<file path="src/rtl/updown_seq_ctrl.sv">
// Sequencing controller for a 3-bit up/down counter.
// Drives the counter's mode (m) and toggle-enable (t) from its Q feedback.
// The count ping-pongs between LO and HI. The block also supports start, stop,
// single-step and an optional auto-stop after a number of reversals.
// The counter updates on the falling edge, so a t/m value registered at rising
// edge k takes effect before rising edge k+1. Decisions use only the q_in
// sampled at the current edge.

module updown_seq_ctrl #(
   parameter int unsigned WIDTH       = 3,
   parameter int unsigned LO          = 1,
   parameter int unsigned HI          = 6,
   parameter int unsigned MAX_BOUNCES = 0
) (
   input  logic             clk,
   input  logic             rst,
   input  logic             start,
   input  logic             stop,
   input  logic             step,
   input  logic [WIDTH-1:0] q_in,
   output logic             m,
   output logic             t,
   output logic             busy,
   output logic             done,
   output logic [7:0]       bounce_cnt
);

   // Reject bound settings that would leave the window empty or out of range.
   if (LO >= HI) begin : gen_bad_bounds
      $error("updown_seq_ctrl: LO must be below HI");
   end
   if (HI > (2 ** WIDTH) - 1) begin : gen_bad_hi
      $error("updown_seq_ctrl: HI does not fit in WIDTH bits");
   end

   localparam logic [WIDTH-1:0] LoBound    = WIDTH'(LO);
   localparam logic [WIDTH-1:0] HiBound    = WIDTH'(HI);
   localparam logic [7:0]       MaxBounces = 8'(MAX_BOUNCES);
   // A limit above 255 can never be reached by the saturating counter.
   localparam bit               AutoStopEn = (MAX_BOUNCES != 0) && (MAX_BOUNCES <= 255);

   typedef enum logic [1:0] {
      StIdle,
      StUp,
      StDown,
      StStep
   } state_e;

   // Direction encoding matches the counter's mode input.
   localparam logic DirUp   = 1'b0;
   localparam logic DirDown = 1'b1;

   state_e     state_q, state_d;
   logic       dir_q, dir_d;
   logic       m_d, t_d, busy_d, done_d;
   logic [7:0] bounce_cnt_d;

   logic       at_hi, at_lo;
   logic [7:0] bounce_inc;
   logic       hit_limit;
   logic       reversal;
   logic       auto_stop;
   logic       clear_bounce;

   // Inclusive compares steer an out-of-window count back inside, never through a wrap.
   assign at_hi      = (q_in >= HiBound);
   assign at_lo      = (q_in <= LoBound);
   assign bounce_inc = (bounce_cnt == 8'hFF) ? 8'hFF : bounce_cnt + 8'd1;
   assign hit_limit  = AutoStopEn && (bounce_inc == MaxBounces);

   // State register with synchronous active-low reset.
   always_ff @(posedge clk) begin
      if (!rst) begin
         state_q <= StIdle;
      end else begin
         state_q <= state_d;
      end
   end

   // Next-state logic. stop outranks start, and start outranks step.
   always_comb begin
      state_d      = state_q;
      reversal     = 1'b0;
      auto_stop    = 1'b0;
      clear_bounce = 1'b0;
      if (stop) begin
         // stop also overrides a reversal on the same edge: no bounce increment.
         state_d = StIdle;
      end else begin
         unique case (state_q)
            StIdle: begin
               if (start) begin
                  clear_bounce = 1'b1;
                  state_d      = at_hi ? StDown : StUp;
               end else if (step) begin
                  state_d = StStep;
               end
            end
            StUp: begin
               if (at_hi) begin
                  reversal = 1'b1;
                  if (hit_limit) begin
                     auto_stop = 1'b1;
                     state_d   = StIdle;
                  end else begin
                     state_d = StDown;
                  end
               end
            end
            StDown: begin
               if (at_lo) begin
                  reversal = 1'b1;
                  if (hit_limit) begin
                     auto_stop = 1'b1;
                     state_d   = StIdle;
                  end else begin
                     state_d = StUp;
                  end
               end
            end
            StStep: begin
               // A step is a single toggle cycle. Bounds are deliberately not checked.
               state_d = StIdle;
            end
            default: begin
               state_d = StIdle;
            end
         endcase
      end
   end

   // Output and direction next values, derived from the state being entered.
   always_comb begin
      dir_d = dir_q;
      unique case (state_d)
         StUp:    dir_d = DirUp;
         StDown:  dir_d = DirDown;
         default: dir_d = dir_q;
      endcase

      // Running states force m to their own direction. IDLE and STEP present the held dir.
      m_d    = dir_d;
      t_d    = (state_d != StIdle);
      busy_d = (state_d != StIdle);
      done_d = auto_stop;

      bounce_cnt_d = bounce_cnt;
      if (clear_bounce) begin
         bounce_cnt_d = 8'd0;
      end else if (reversal) begin
         bounce_cnt_d = bounce_inc;
      end
   end

   // Registered outputs, so the counter only ever sees glitch-free controls.
   always_ff @(posedge clk) begin
      if (!rst) begin
         dir_q      <= DirUp;
         m          <= 1'b0;
         t          <= 1'b0;
         busy       <= 1'b0;
         done       <= 1'b0;
         bounce_cnt <= 8'd0;
      end else begin
         dir_q      <= dir_d;
         m          <= m_d;
         t          <= t_d;
         busy       <= busy_d;
         done       <= done_d;
         bounce_cnt <= bounce_cnt_d;
      end
   end

endmodule

</file>
<file path="config.mk">
export PLATFORM = sky130hd
export DESIGN_NAME = updown_seq_ctrl
export DESIGN_NICKNAME = d
export VERILOG_FILES = /design/src/rtl/updown_seq_ctrl.sv
export SDC_FILE = /design/constraint.sdc
export NUM_CORES = 1
export LEC_CHECK = 0
export ABC_AREA = 1
export BUFFER_PORTS_ARGS = -buffer_cell sky130_fd_sc_hd__buf_2
export CAP_MARGIN = 10
export CORE_MARGIN = 2
export CORE_UTILIZATION = 35
export CTS_BUF_LIST = sky130_fd_sc_hd__clkbuf_4
export DETAILED_ROUTE_END_ITERATION = 12
export PLACE_DENSITY_LB_ADDON = 0.2
export SYNTH_ARGS = -nofsm -noshare
export SYNTH_HDL_FRONTEND = slang
export SYNTH_SLANG_ARGS = --single-unit
export TNS_END_PERCENT = 5
</file>
<file path="constraint.sdc">
create_clock -name clk -period 1.4 [get_ports clk]
set_input_delay 0.07 -clock clk [delete_from_list [all_inputs] [get_ports clk]]
set_output_delay 0.07 -clock clk [all_outputs]
set_load 0.005 [all_outputs]
</file>
==> results_dict.tcl, run 1 <==
set metrics [dict create \
    hold_ws_ps 53.93 \
    synthDistinctLibCells 24 \
    vias 836 \
    grt_pass1_vias 741 \
    gp_congestion 0.8198 \
    start_util_pct 36.93 \
    grt_antenna_before_repair 0 \
    cts_buffers 3 \
    endpoint_kind "flip-flop" \
    maxCapViolCount 0 \
    clk_latency_ps 280 \
    synth-seq-cells 12 \
    cts-root-buf "clkbuf_4" \
    drc 0 \
    drt_iter0_markers 18 \
    dp_slack_ps -129.5 \
    dr.pass1.iters 4 \
    cts_hold_buf 0 \
    violations "negative setup slack" \
    cts_sinks 12 \
    drive_above_1_share_pct 31.29 \
    slowest_delay_ps 360 \
    p_leak_nw 0.5014 \
    yosysTopAreaCell "dfxtp_1" \
    globalRoute.totalOverflow 0 \
    outcome "finished with violations" \
    core-area_um2 2212 \
    power.internal_w 0.0005296 \
    row_count 17 \
    required_ps 1570 \
    fin_nets 163 \
    port_buffers 17 \
    p_sw_share_pct 28.30 \
    cts_tree "done" \
    worstPathCellList "inv_4 > ha_4 > a21oi_1 > o21ai_1 > nand3_1 > ha_1 > o21ai_1 > a21oi_1" \
    ios 20 \
    finalWorstSetupSlack_ps -115.5 \
    area_growth_pct 28.33 \
    die-area_um2 2737 \
    yosysSeqAreaShare_pct 29.40 \
    syn_inst 121 \
    postRouteAntennaNets 0 \
    crit_path_top_delay_cell "dfxtp_2" \
    switching_power_w 0.0002090 \
    synth_warnings 0 \
    tns_ps -450.6 \
    synth_area_leaders "dfxtp_1, nand2_1, ha_1" \
    grt_pass1_wl_um 3056 \
    grt_max_degree 11 \
    worstSetupPathType "flip-flop to flip-flop" \
    clock_skew_ps 3.924 \
    wl_um 1812 \
    htree_levels 1 \
    slew_violations 0 \
    num_antenna_cells 0 \
    p_per_area_nw_per_um2 704.4 \
    fill_cells 237 \
    cts.reportedPaths.clkPinSlew_ps 70 \
    clock_path_buffers 2 \
    fmax_mhz 659.9 \
    dieWidth_um 52.32 \
    hold_violations 0 \
    critPathArrivalTime_ps 1690 \
    groute.usage.overall_pct 15.21 \
    crit_path_max_fanout 4 \
    regArea_um2 245.2 \
    finalSetupViolCount 9 \
    rsz0062_at_grt "true" \
    multi_input_area_um2 523.0 \
    hp-class "primary input to flip-flop" \
    ff2ff_setup_slack_ps -120 \
    finalCritPeriodShare_pct 108.2 \
    fin_area_um2 1049 \
    post-cts-setup-buffers 0 \
    synth_top_area_share_pct 29.40 \
    start_kind "flip-flop" \
    fp.dieH_um 52.32 \
    post_drt_wl_per_cell_um 10.35 \
    clkPwrFrac_pct 30.2 \
    syn_nets 136 \
    ir_drop_mv 0.4387 \
    postSynthAreaPerCell_um2 6.752 \
    dpl.hpwl_um 1382 \
    netlist_area_um2 817.0 \
    fin_crit_ps 1515 \
    placed_area_um2 1005 \
    seqPwrFrac_pct 49.5 \
    via_per_inst 4.777 \
    pwr-share-comb_pct 20.3 \
]
==> layer usage <==
layer | vias up | wire, µm | GRT usage, %
li1 | 439 | - | -
met3 | 2 | 107 | 5.143
met4 | 0 | 17 | 6.410
met5 | - | 0 | 0
met2 | 24 | 855 | 25.00
met1 | 371 | 832 | 17.86
==> stage by stage <==
stage,power (W),utilization [%],std cells
after floorplan,0.0004588,-,121
after global placement,0.0005125,45.42,171
after detailed placement,0.0005175,45.42,171
after CTS,0.0007486,47.40,175
after global routing,0.0007909,47.40,175
final,0.0007386,47.40,175
==> synth_stat cells (all sizes together) <==
library cell	instances
nand2	29
inv	19
nor2	13
dfxtp	12
nand3	10
o21ai	10
a21oi	9
ha	7
buf	2
nand3b	2
nor3	2
or2	2
a31oi	1
conb	1
nand4	1
xor2	1
==> flip-flops by register name, summed over array words and instances (netlist names) <==
signal / count
bounce_cnt: 8
busy: 1
dir_q: 1
state_q: 2
==> placed cells by master, fill, tap and decap left out, types with 3 or more instances in the layout <==
cell type,netlist,routed
ha_4,0,3
ha_1,7,4
nand2_1,26,26
inv_1,16,14
a21oi_1,7,7
buf_2,0,17
nand3_1,10,10
buf_4,2,7
dfxtp_1,12,10
nor2_1,11,11
clkbuf_4,0,3
o21ai_1,2,4
o21ai_0,6,4
==> layout make-up <==
type                       count  area share (%)
timing repair buffer          24           13.13
inverter                      19           7.757
clock buffer                   3           2.148
clock inverter                 1          0.3580
multi-input combinational     88           49.88
tap                           28           3.341
sequential                    12           23.39
==> what timing repair did <==
| item | 4_1_cts | 5_1_grt |
|---|---|---|
| setup endpoints to repair | 9 | 9 |
| endpoints found under the hold margin | 0 | 0 |
| pin swaps | 0 | 2 |
| gates cloned | 0 | 0 |
| gates resized for setup | 4 | 0 |
==> power groups by stage <==
stage / Combinational [W] / Sequential (W) / Clock (W)
2_1_floorplan: 0.0000858 / 0.000373 / 0
3_3_place_gp: 0.000140 / 0.000373 / 0
3_5_place_dp: 0.000145 / 0.000372 / 0
4_1_cts: 0.000151 / 0.000366 / 0.000232
5_1_grt: 0.000167 / 0.000368 / 0.000256
6_report: 0.000150 / 0.000366 / 0.000223
==> worst paths after layout <==
| kind | from | to | depth (start not counted) |
|---|---|---|---|
| max reg2reg | state_q[1]$_SDFF_PN0_ | dir_q$_SDFFE_PN0P_ | 8 |
| min | rst | dir_q$_SDFFE_PN0P_ | 3 |
| max | state_q[1]$_SDFF_PN0_ | dir_q$_SDFFE_PN0P_ | 8 |
| min reg2reg | dir_q$_SDFFE_PN0P_ | dir_q$_SDFFE_PN0P_ | 2 |
==> critical path, delay by kind of cell, from the launching register on <==
kind	cells	cell delay, ps
adder cells (fa/ha/maj)	2	450
buffers and inverters	1	90
AO/OA/AOI/OAI	4	400
AND/OR/NAND/NOR	1	120
flip-flops	1	360
==> cell families (layout without fill, tap and decap cells) <==
logic type | count (synthesis) | count (layout) | share of synthesized area, %
AND/OR/NAND/NOR | 59 | 59 | 32.92
buffers and inverters | 21 | 47 | 11.18
AO/OA/AOI/OAI | 20 | 20 | 14.24
flip-flops | 12 | 12 | 29.40
adder cells (fa/ha/maj) | 7 | 7 | 10.72
other | 1 | 1 | 0.4590
XOR/XNOR | 1 | 1 | 1.072
(Power assumes the default switching activity.)
==> run 2, diff against run 1 <==
--- a/config.mk
+++ b/config.mk
@@ -8,6 +8,7 @@
 export ABC_AREA = 1
 export BUFFER_PORTS_ARGS = -buffer_cell sky130_fd_sc_hd__buf_2
 export CAP_MARGIN = 10
+export CORE_ASPECT_RATIO = 1.2
 export CORE_MARGIN = 2
 export CORE_UTILIZATION = 35
 export CTS_BUF_LIST = sky130_fd_sc_hd__clkbuf_4
==> results_dict.tcl, run 2 (same netlist as run 1, synthesis figures left out) <==
set metrics [dict create \
    outcome "finished with violations" \
    violations "negative setup slack" \
    power.internal_w 0.0005383 \
    start_kind "flip-flop" \
    slew_violations 0 \
    dp_slack_ps -118.2 \
    cts_buffers 3 \
    dr.pass1.iters 4 \
    cts_sinks 12 \
    clock_path_buffers 2 \
    drc 0 \
    tns_ps -321.3 \
    finalSetupViolCount 9 \
    hp-class "primary input to flip-flop" \
    vias 853 \
    drt_iter0_markers 12 \
    start_util_pct 36.18 \
    rsz0062_at_grt "true" \
    power_w 0.0007763 \
    fp.dieH_um 56.93 \
    regArea_um2 247.7 \
    worstPathCellList "inv_4 > ha_4 > a21oi_2 > o21ai_2 > nand3_2 > ha_4 > o21ai_2 > a21oi_2" \
    fin_nets 163 \
    maxCapViolCount 0 \
    grt_max_degree 11 \
    grt_pass1_wl_um 3084 \
    final_cell_mix "nand2_1, buf_2, inv_1" \
    via_per_inst 4.819 \
    die-area_um2 2738 \
    finalCritPeriodShare_pct 108.8 \
    critPathArrivalTime_ps 1700 \
    hold_violations 0 \
    p_sw_share_pct 30.66 \
    layout_commonest_cell "nand2_1" \
    grt_pass1_vias 802 \
    placed_area_um2 1001 \
    slowest_delay_ps 370 \
    crit_path_top_delay_cell "dfxtp_4" \
    postRouteAntennaNets 0 \
    drive_above_1_share_pct 38.36 \
    dieWidth_um 48.11 \
    cts.reportedPaths.clkPinSlew_ps 80 \
    dpl.hpwl_um 1450 \
    switching_power_w 0.0002380 \
    p_leak_nw 0.4961 \
    gp_congestion 0.8022 \
    crit_path_max_fanout 4 \
    port_buffers 17 \
    num_antenna_cells 0 \
    clkPwrFrac_pct 29.1 \
    seqPwrFrac_pct 47.2 \
    clk_latency_ps 280 \
    fmax_mhz 656.6 \
    globalRoute.totalOverflow 0 \
    cts_hold_buf 0 \
    fin_area_um2 1112 \
    multi_input_area_um2 575.6 \
    regMostFlops "bounce_cnt" \
    endpoint_kind "flip-flop" \
    largest_reg_flops 8 \
    fill_cells 243 \
    required_ps 1580 \
    wl_um 1991 \
    clock_skew_ps 3.487 \
    ir_drop_mv 0.4238 \
    finalWorstSetupSlack_ps -122.9 \
    cts-root-buf "clkbuf_4" \
    groute.usage.overall_pct 16.13 \
    grt_antenna_before_repair 0 \
    fin_crit_ps 1523 \
    pwr-share-comb_pct 23.7 \
    cts_tree "done" \
    final_core_util_pct 49.25 \
    area_growth_pct 36.14 \
    core-area_um2 2258 \
    ios 20 \
    row_count 19 \
    worstSetupPathType "flip-flop to flip-flop" \
    largest_registers "bounce_cnt: 8 flops, state_q: 2 flops" \
    post_drt_wl_per_cell_um 11.25 \
    worst-path-buf-inv 1 \
    p_per_area_nw_per_um2 697.9 \
    path_delay_family "adder cells" \
    htree_levels 1 \
]
[run 2: path summary, 6_finish.rpt]
| check | start | endpoint | slack [ps] | depth (start not counted) |
|---|---|---|---|---|
| setup / recovery | state_q[1]$_SDFF_PN0_ | dir_q$_SDFFE_PN0P_ | -120 | 8 |
| hold / removal | rst | dir_q$_SDFFE_PN0P_ | 20 | 3 |
| setup reg to reg | state_q[1]$_SDFF_PN0_ | dir_q$_SDFFE_PN0P_ | -120 | 8 |
| hold reg to reg | bounce_cnt[7]$_SDFFE_PP0P_ | bounce_cnt[7]$_SDFFE_PP0P_ | 540 | 2 |
[run 2: final cells by class]
type,instances,area share (%)
flip-flops and latches,12,22.27
inverters,19,7.762
multi-input cells,88,51.74
repair buffers,24,12.71
well taps,31,3.487
clock buffers,3,2.025
[run 2: per-layer routing]
metal	track usage (%)	share of wire, %	vias to the layer above
li1	-	-	435
met1	16.50	41	389
met2	27.05	53	22
met3	4.180	3.5	7
met4	10.42	3.3	0
met5	0	0	-
[run 2: stage by stage]
| stage | hold WS (ps) | instances |
|---|---|---|
| CTS | 36.09 | 176 |
| floorplan | 211.8 | 121 |
| global route | 29.80 | 177 |
| global placement | 329.5 | 173 |
| detailed placement | 341.0 | 173 |
| finish | 24.03 | 177 |
[run 2: timing repair]
| action | CTS | global route |
|---|---|---|
| cloned | 0 | 0 |
| setup buffers | 0 | 1 |
| gates resized for setup | 0 | 19 |
| setup endpoints to repair | 1 | 10 |
| pin swaps | 0 | 4 |
[run 2: power groups by stage]
| stage | clock network (W) | registers (W) | logic (W) |
|---|---|---|---|
| 2_1_floorplan | 0 | 0.000373 | 0.0000858 |
| 3_3_place_gp | 0 | 0.000373 | 0.000132 |
| 3_5_place_dp | 0 | 0.000373 | 0.000137 |
| 4_1_cts | 0.000236 | 0.000365 | 0.000137 |
| 5_1_grt | 0.000250 | 0.000369 | 0.000204 |
| 6_report | 0.000226 | 0.000367 | 0.000184 |
[run 2: worst reg2reg max path: stages, from the launching register on]
cell,delay (ps)
dfxtp_4,370
inv_4,90
ha_4,150
a21oi_2,60
o21ai_2,180
nand3_2,140
ha_4,270
o21ai_2,120
a21oi_2,40
==> run 3, diff against run 2 <==
--- a/config.mk
+++ b/config.mk
@@ -8,7 +8,7 @@
 export ABC_AREA = 1
 export BUFFER_PORTS_ARGS = -buffer_cell sky130_fd_sc_hd__buf_2
 export CAP_MARGIN = 10
-export CORE_ASPECT_RATIO = 1.2
+export CORE_ASPECT_RATIO = 1.75
 export CORE_MARGIN = 2
 export CORE_UTILIZATION = 35
 export CTS_BUF_LIST = sky130_fd_sc_hd__clkbuf_4
==> constraint.sdc (replaced) <==
create_clock -name clk -period 1.4 [get_ports clk]
set_input_delay 0.07 -clock clk [delete_from_list [all_inputs] [get_ports clk]]
set_output_delay 0.07 -clock clk [all_outputs]
set_load 0.01 [all_outputs]
==> results_dict.tcl, run 3 (same netlist as run 1, synthesis figures left out) <==
set metrics [dict create \
    outcome "finished with violations" \
    violations "negative setup slack" \
    drt_iter0_markers 12 \
    dp.cells 168 \
    required_ps 1640 \
    grt_antenna_before_repair 0 \
    endpoint_kind "flip-flop" \
    ir_drop_mv 0.4538 \
    largest_reg_flops 8 \
    p_per_area_nw_per_um2 680.3 \
    power_w 0.0007925 \
    vias 854 \
    start_util_pct 36.40 \
    clock_path_buffers 2 \
    finalWorstSetupSlack_ps -65.10 \
    placed_area_um2 1001 \
    worstSetupPathType "flip-flop to flip-flop" \
    area_growth_pct 42.57 \
    finalSetupViolCount 6 \
    gp_congestion 0.6911 \
    critPathArrivalTime_ps 1700 \
    row_count 23 \
    largest_registers "bounce_cnt: 8 flops, state_q: 2 flops" \
    slew_violations 0 \
    rsz0062_at_grt "true" \
    grt_pass1_wl_um 3077 \
    grt_max_degree 11 \
    postRouteAntennaNets 0 \
    maxCapViolCount 0 \
    finalCritPeriodShare_pct 104.7 \
    port_buffers 17 \
    start_kind "flip-flop" \
    fin_area_um2 1165 \
    drive_above_1_share_pct 42.11 \
    fmax_mhz 682.5 \
    drc 0 \
    clk_latency_ps 290 \
    hold_ws_ps 34.11 \
    hp-class "primary input to flip-flop" \
    dpl.hpwl_um 1462 \
    fin_crit_ps 1465 \
    cts.reportedPaths.clkPinSlew_ps 90 \
    cts_buffers 3 \
    fin_cells 177 \
    crit_path_max_fanout 6 \
    cts_hold_buf 0 \
    final_cell_mix "nand2_1, buf_2, inv_1" \
    ios 20 \
    clock_skew_ps 7.539 \
    groute.usage.overall_pct 16.45 \
    hold_violations 0 \
    globalRoute.totalOverflow 0 \
    layout_commonest_cell "nand2_1" \
    cts-root-buf "clkbuf_4" \
    regMostFlops "bounce_cnt" \
    via_per_inst 4.825 \
    grt_pass1_vias 792 \
    wl_um 1969 \
    fill_cells 240 \
    dieWidth_um 40.53 \
    cts_tree "done" \
    p_leak_nw 0.5399 \
    die-area_um2 2752 \
    dp_slack_ps -126.3 \
    fp.dieH_um 67.92 \
    core-area_um2 2245 \
    dr.pass1.iters 4 \
    cts_sinks 12 \
    htree_levels 1 \
    fin_nets 168 \
    post_drt_wl_per_cell_um 11.12 \
    num_antenna_cells 0 \
]
## run 3: changes by cell type in the layout (fill, tap and decap cells not counted), moves of 2 or more
cell	change
nand2_1	-2
a21oi_2	-2
buf_4	+2
buf_6	+3
a21oi_1	+2
nand2_2	+2
## run 3: power by group
group	switching [W]	internal, W
sequential	0.0000111	0.000353
combinational	0.0000989	0.0000923
clock	0.000133	0.000104
## run 3: worst paths after layout
| path | slack [ps] | end | cells past startpoint | start |
|---|---|---|---|---|
| max | -70 | bounce_cnt[6]$_SDFFE_PP0P_ | 10 | state_q[0]$_SDFF_PN0_ |
| min | 30 | dir_q$_SDFFE_PN0P_ | 3 | rst |
| max reg2reg | -70 | bounce_cnt[6]$_SDFFE_PP0P_ | 10 | state_q[0]$_SDFF_PN0_ |
| min reg2reg | 520 | bounce_cnt[1]$_SDFFE_PP0P_ | 2 | bounce_cnt[1]$_SDFFE_PP0P_ |
## run 3: what timing repair did
action / 4_1_cts / 5_1_grt
pin swaps: 3 / 9
setup endpoints to repair: 9 / 9
resized for setup: 3 / 23
gates cloned: 0 / 0
setup buffers: 0 / 5
## run 3: layout make-up
| class | count | area [µm²] | area share, % |
|---|---|---|---|
| Multi-Input combinational cell | 88 | 585.6 | 50.27 |
| Sequential cell | 12 | 247.7 | 21.27 |
| Timing Repair Buffer | 29 | 190.2 | 16.33 |
| Inverter | 19 | 83.83 | 7.197 |
| Tap cell | 25 | 31.28 | 2.685 |
| Clock buffer | 3 | 22.52 | 1.933 |
| Clock inverter | 1 | 3.754 | 0.3222 |
## run 3: through the flow
stage / setup TNS [ps] / utilization (%)
5_1_grt: -676.9 / 51.90
4_1_cts: -514.7 / 46.15
2_1_floorplan: 0 / -
3_3_place_gp: -271.0 / 44.59
3_5_place_dp: -394.8 / 44.59
6_report: -193.0 / 51.90
## run 3: layer usage
metal	up-vias	share of wire (%)	routed length [µm]	GRT usage, %
met5	-	0	0	0
met4	0	2.3	46	8.750
met3	5	4.0	78	2.922
met2	18	59	1156	31.55
met1	387	35	687	14.55
li1	444	-	-	-
## run 3: worst max-delay path, cell delays in order, from the launching register on
cell and delay [ps]:
dfxtp_4 370, inv_4 50, buf_4 140, ha_4 260, nand2_2 50, inv_2 70, nand2_4 90, buf_6 150
o21ai_2 120, inv_1 50, nor2_1 70
